==> config.mk <==
export PLATFORM = sky130hd
export DESIGN_NAME = go_arb
export DESIGN_NICKNAME = d
export VERILOG_FILES = /design/src/rtl/go_arb.sv
export SDC_FILE = /design/constraint.sdc
export NUM_CORES = 1
export LEC_CHECK = 0
export CAP_MARGIN = 20
export CELL_PAD_IN_SITES_DETAIL_PLACEMENT = 0
export CELL_PAD_IN_SITES_GLOBAL_PLACEMENT = 1
export CORE_MARGIN = 1.5
export CORE_UTILIZATION = 45
export CTS_CLUSTER_DIAMETER = 200
export DETAILED_ROUTE_END_ITERATION = 10
export PLACE_DENSITY = 0.89
export SETUP_SLACK_MARGIN = 0.4
export SKIP_CTS_REPAIR_TIMING = 1
export SLEW_MARGIN = 20
export SYNTH_ARGS = -nofsm -noshare
export SYNTH_HDL_FRONTEND = slang
export SYNTH_SLANG_ARGS = --single-unit
==> constraint.sdc <==
create_clock -name clk -period 7 [get_ports clk]
set_input_delay 1.4 -clock clk [delete_from_list [all_inputs] [get_ports clk]]
set_output_delay 1.4 -clock clk [all_outputs]
set_load 0.02 [all_outputs]
==> src/rtl/go_arb.sv <==
// -----------------------------------------------------------------------------
// go_arb
//
// Round-robin arbiter that funnels single-cycle "go" pulses from NREQ
// requesters onto one shared go channel (typically a pulse CDC). Each request
// is captured in a one-deep pending bit. When idle and enabled, the arbiter
// grants one pending requester. It then emits a one-cycle go_o pulse and
// holds off for GAP guard cycles, so the channel behind it has time to settle.
//
// Parameters
//   NREQ : number of requesters (2..16)
//   GAP  : idle guard cycles after each issued pulse (0..255)
//   IDW  : requester ID width
//
// Ports
//   clk        : clock, all logic on the rising edge
//   rst        : synchronous active-high reset
//   go_i       : per-requester single-cycle go pulses
//   en_i       : issue enable; low blocks new grants only
//   go_o       : one-cycle go pulse per grant (decoded from registered state)
//   id_o       : ID of the requester owning the latest go_o, held until the next grant
//   pend_o     : registered pending-request vector
//   busy_o     : high whenever the FSM is not idle
//   lost_cnt_o : saturating count of dropped requests; present only when
//                GO_ARB_LOST_CNT_EN is defined
//
// Optional feature macro: GO_ARB_LOST_CNT_EN
// -----------------------------------------------------------------------------
module go_arb #(
   parameter int unsigned NREQ = 4,
   parameter int unsigned GAP  = 6,
   parameter int unsigned IDW  = $clog2(NREQ)
) (
   input  logic            clk,
   input  logic            rst,
   input  logic [NREQ-1:0] go_i,
   input  logic            en_i,
   output logic            go_o,
   output logic [IDW-1:0]  id_o,
   output logic [NREQ-1:0] pend_o,
   output logic            busy_o
`ifdef GO_ARB_LOST_CNT_EN
   ,
   output logic [7:0]      lost_cnt_o
`endif
);

   typedef enum logic [1:0] {
      StIdle = 2'd0,
      StFire = 2'd1,
      StGap  = 2'd2
   } state_e;

   // Guard counter reload value; only meaningful when GAP > 0.
   localparam logic [7:0] GapLoad = (GAP > 0) ? 8'(GAP - 1) : 8'd0;
   localparam logic [IDW-1:0] LastIdx = IDW'(NREQ - 1);

   state_e          state_q, state_d;
   logic [7:0]      cnt_q, cnt_d;
   logic [NREQ-1:0] pend_q, pend_d;
   logic [IDW-1:0]  id_q, id_d;
   // Index with the highest priority on the next search.
   logic [IDW-1:0]  ptr_q, ptr_d;

   logic            grant;
   logic            win_found;
   logic [IDW-1:0]  win_idx;
   logic [IDW-1:0]  win_nxt;
   logic [IDW-1:0]  scan;
   logic [NREQ-1:0] grant_mask;

   // --------------------------------------------------------------------------
   // Round-robin search: walk the pending bits starting at ptr_q, wrapping at
   // NREQ-1, and take the first one set.
   // --------------------------------------------------------------------------
   always_comb begin
      win_found = 1'b0;
      win_idx   = '0;
      scan      = ptr_q;
      for (int unsigned i = 0; i < NREQ; i++) begin
         if (!win_found && pend_q[scan]) begin
            win_found = 1'b1;
            win_idx   = scan;
         end
         scan = (scan == LastIdx) ? '0 : scan + IDW'(1);
      end
   end

   assign win_nxt = (win_idx == LastIdx) ? '0 : win_idx + IDW'(1);

   // A grant can only start from idle; FIRE and GAP are never interrupted.
   assign grant = (state_q == StIdle) && en_i && win_found;

   // --------------------------------------------------------------------------
   // FSM: state register
   // --------------------------------------------------------------------------
   always_ff @(posedge clk) begin
      if (rst) begin
         state_q <= StIdle;
         cnt_q   <= 8'd0;
      end else begin
         state_q <= state_d;
         cnt_q   <= cnt_d;
      end
   end

   // --------------------------------------------------------------------------
   // FSM: next-state logic
   // --------------------------------------------------------------------------
   always_comb begin
      state_d = state_q;
      cnt_d   = cnt_q;
      unique case (state_q)
         StIdle: begin
            if (grant) begin
               state_d = StFire;
            end
         end
         StFire: begin
            if (GAP == 0) begin
               state_d = StIdle;
            end else begin
               state_d = StGap;
               cnt_d   = GapLoad;
            end
         end
         StGap: begin
            if (cnt_q == 8'd0) begin
               state_d = StIdle;
            end else begin
               cnt_d = cnt_q - 8'd1;
            end
         end
         default: begin
            state_d = StIdle;
            cnt_d   = 8'd0;
         end
      endcase
   end

   // --------------------------------------------------------------------------
   // FSM: outputs, decoded from registered state only so go_o is glitch-free
   // --------------------------------------------------------------------------
   always_comb begin
      go_o   = (state_q == StFire);
      busy_o = (state_q != StIdle);
   end

   // --------------------------------------------------------------------------
   // Pending bits, winner ID and round-robin pointer
   // --------------------------------------------------------------------------
   always_comb begin
      grant_mask = '0;
      if (grant) begin
         grant_mask[win_idx] = 1'b1;
      end
      // The new request is ORed in after the clear, so a request that lands on
      // its own grant edge survives. A request that is already pending
      // collapses into the existing bit.
      pend_d = (pend_q & ~grant_mask) | go_i;
      id_d   = grant ? win_idx : id_q;
      ptr_d  = grant ? win_nxt : ptr_q;
   end

   always_ff @(posedge clk) begin
      if (rst) begin
         pend_q <= '0;
         id_q   <= '0;
         ptr_q  <= '0;
      end else begin
         pend_q <= pend_d;
         id_q   <= id_d;
         ptr_q  <= ptr_d;
      end
   end

   assign id_o   = id_q;
   assign pend_o = pend_q;

`ifdef GO_ARB_LOST_CNT_EN
   // --------------------------------------------------------------------------
   // Lost-request counter: a request is lost when its bit is already pending
   // and is not being cleared by a grant on the same edge.
   // --------------------------------------------------------------------------
   logic [NREQ-1:0] lost_vec;
   logic [4:0]      lost_num;
   logic [8:0]      lost_sum;
   logic [7:0]      lost_cnt_q, lost_cnt_d;

   always_comb begin
      lost_vec = go_i & pend_q & ~grant_mask;
      lost_num = 5'd0;
      for (int unsigned i = 0; i < NREQ; i++) begin
         lost_num = lost_num + 5'(lost_vec[i]);
      end
      lost_sum   = {1'b0, lost_cnt_q} + 9'(lost_num);
      lost_cnt_d = (lost_sum > 9'd255) ? 8'hff : lost_sum[7:0];
   end

   always_ff @(posedge clk) begin
      if (rst) begin
         lost_cnt_q <= 8'd0;
      end else begin
         lost_cnt_q <= lost_cnt_d;
      end
   end

   assign lost_cnt_o = lost_cnt_q;
`endif

endmodule

==> impl_metrics.toml <==
[detailed_routing]
ant_nets = 0
wl_um = 3250
via_count = 1303
first_iter_violations = 109
wl_per_cell_um = 14.1
vias_per_cell = 5.67
drc_errors = 0
first_pass_iters = 4

[timing]
finalSetupViolCount = 0
finalCritPeriodShare_pct = 49.0
relSlewSlack_pct = 54.6
max_freq_mhz = 292
tightest_slew_ns = 0.680
grt_setup_unrepaired = "no"
finalSetupTns_ns = 0
post-route-min-period_ns = 3.43
setup_ws_ns = 3.57
final_hold_viol_count = 0
skew_ns = 0.00716
report.final.slew_viol_count = 0

[clocking]
ctsHtreeMaxLevel = 1
path_clk_slew_ns = 0.11
cts-buffers-inserted = 3
insertion_delay_ns = 0.30
cts_sinks = 18
cts_buffer_depth = 2
cts_tree = "built"
cts-root-buf = "clkbuf_4"

[setup_path]
r2r_cells = 9
worstPathMaxFanout = 19
rrSetupSlack_ns = 3.57
crit_type = "reg2reg"
start_kind = "register"
setup.worst_path.end_class = "register"
crit_required_ns = 7.23
r2r-end = "ptr_q[1]"
worstPathArrival_ns = 3.66
r2r_start = "ptr_q[0]"

[final_layout]
drive_gt1_share_pct = 8.60
nNetsFinal = 204
layout-area-overhead-vs-synth_pct = 11.3
fillers = 308
diodes = 0

[run_status]
status = "complete, no violations"

[yosys]
async_flop_share_pct = 0
synth_cell_types = 51
synth_edf_count = 0
synthCells = 177
avgSynthCellArea_sq_um = 8.33
netlist_area_sq_mm = 0.00147
yosys_warnings = 0
seq_area_frac_synth_pct = 24.4
synth_top_area_share_pct = 24.4
synth.net_count = 194
synth.largest_area_cell = "dfxtp_1"
synth-seq-cells = 18
synth.area.top_cells = "dfxtp_1 24%, ha_1 8.5%, a21oi_1 5.1%"
synth_flop_cell = "dfxtp_1"

[worst_hold_path]
hold_path_class = "reg2reg"
worstHoldStart = "cnt_q[0]"
holdPathEnd = "cnt_q[0]"
min_path_cells = 2

[global_route]
antenna_found_initial = 0
grt_pass1_vias = 1270
grt_pass1_wl_um = 5690
grt_overflow = 0
gr-usage-all-layers_pct = 20.1
grt_max_degree = 20

[pwr]
p_int_w = 0.000327
switching_power_w = 0.000305
p_seq_share_pct = 25.6
pwr-share-comb_pct = 63.8
power_density_mw_per_mm2 = 385
p_leak_nw = 0.618
power.share.clock_pct = 10.6
switching_share_pct = 48.2
ir_drop_v = 0.000219
power_w = 0.000632

[floorplan]
initial_core_util_pct = 47.9
core_area_sq_mm = 0.00308
die_area_sq_mm = 0.00363
die_height_um = 60.2
row_count = 20
boundaryPins = 15
die_x_um = 60.2

[placed_design]
pre_cts_slack_ns = 3.63
place_hpwl_um = 2420
gp_congestion = 0.848
port_buffers = 14

[job]
cap_violations = 0
==> cell usage in the layout, fill, tap and decap left out, types with 2 or more instances in the layout <==
master	count
clkdlybuf4s50_1	14
a2111oi_2	2
nand4_1	2
nand2_4	2
a31oi_1	2
clkbuf_4	3
o21a_1	3
or3b_1	2
xor2_1	5
inv_1	20
o21ai_0	7
dfxtp_1	18
nor2_1	18
and2_1	2
o31ai_1	4
mux2i_1	4
nand2b_1	2
ha_1	10
o211ai_1	3
or2_1	4
nand3_1	4
nand3b_1	2
nand2_1	8
o41ai_1	2
o221ai_1	3
a21oi_1	15
o41a_1	2
==> final cells by class <==
class,count,area [sq um],share of cell area (%)
multi-input combinational,130,973,59.3
sequential,18,360,22.0
timing repair buffer,14,140,8.54
inverter,20,75.1,4.58
tap,44,55.1,3.36
clock buffer,4,36.3,2.21
==> stage by stage <==
stage	hold slack, ns	util (%)	cells	area (sq um)
floorplan	0.462	-	177	1470
global placement	0.481	52.1	226	1600
detailed placement	0.485	52.1	226	1600
CTS	0.501	53.3	230	1640
global route	0.546	53.3	230	1640
finish	0.494	53.3	230	1640
==> flip-flops by register name, indices dropped and copies added, names as in the netlist <==
signal	flops
id_o	2
state_q	2
pend_o	4
cnt_q	8
ptr_q	2
==> power groups by stage <==
stage / logic (W) / clock network, W / registers, W
6_report: 0.000403 / 0.0000670 / 0.000161
5_1_grt: 0.000452 / 0.0000710 / 0.000165
4_1_cts: 0.000401 / 0.0000669 / 0.000161
3_5_place_dp: 0.000399 / 0 / 0.000163
3_3_place_gp: 0.000390 / 0 / 0.000160
2_1_floorplan: 0.000325 / 0 / 0.000156
==> Yosys cell counts (all sizes together), types with 2 or more instances <==
cell type and number:
nor2 18, buf 8, or3b 2, o41ai 3
o211ai 3, dfxtp 18, o21ai 8, o21a 3
nand3 4, o31ai 4, a2111oi 2, o221ai 3
a211oi 2, a21oi 15, mux2i 5, nand4 2
xor2 5, nand2b 2, and2 2, or2 5
a31oi 3, inv 20, ha 10, o41a 2
nand3b 2, nand2 10
==> kinds of logic (layout without fill, tap and decap cells) <==
| group | count (synthesis) | count (layout) | share of synthesized area, % |
|---|---|---|---|
| compound gates | 55 | 55 | 29.9 |
| xor+xnor | 6 | 6 | 3.57 |
| simple gates | 53 | 53 | 19.7 |
| buf+inv | 29 | 38 | 9.51 |
| fa+ha+maj | 10 | 10 | 8.49 |
| flops | 18 | 18 | 24.4 |
| mux | 6 | 6 | 4.41 |
==> critical path, stage by stage, from the launching register on <==
cell	delay (ns)
dfxtp_1	0.78
ha_1	0.53
or3b_1	0.48
a21oi_1	0.16
a21oi_1	0.08
o32ai_1	0.49
or2_1	0.22
ha_1	0.14
or3b_1	0.33
a21oi_1	0.13
==> worst max-delay path by stage <==
stage	from	end	slack [ns]
after floorplan	ptr_q[1]	ptr_q[1]	4.45
after global placement	ptr_q[0]	ptr_q[1]	3.82
after detailed placement	ptr_q[0]	ptr_q[1]	3.63
after CTS	ptr_q[0]	ptr_q[1]	3.62
after global routing	ptr_q[0]	ptr_q[1]	3.24
final	ptr_q[0]	ptr_q[1]	3.57
==> layer usage <==
layer  track usage [%]  routed length [um]
met1              28.6                1650
met2              32.6                1510
met3              1.30                  53
met4              5.40                  34
met5                 0                   0
No activity file was read; power rests on OpenSTA's default activity.
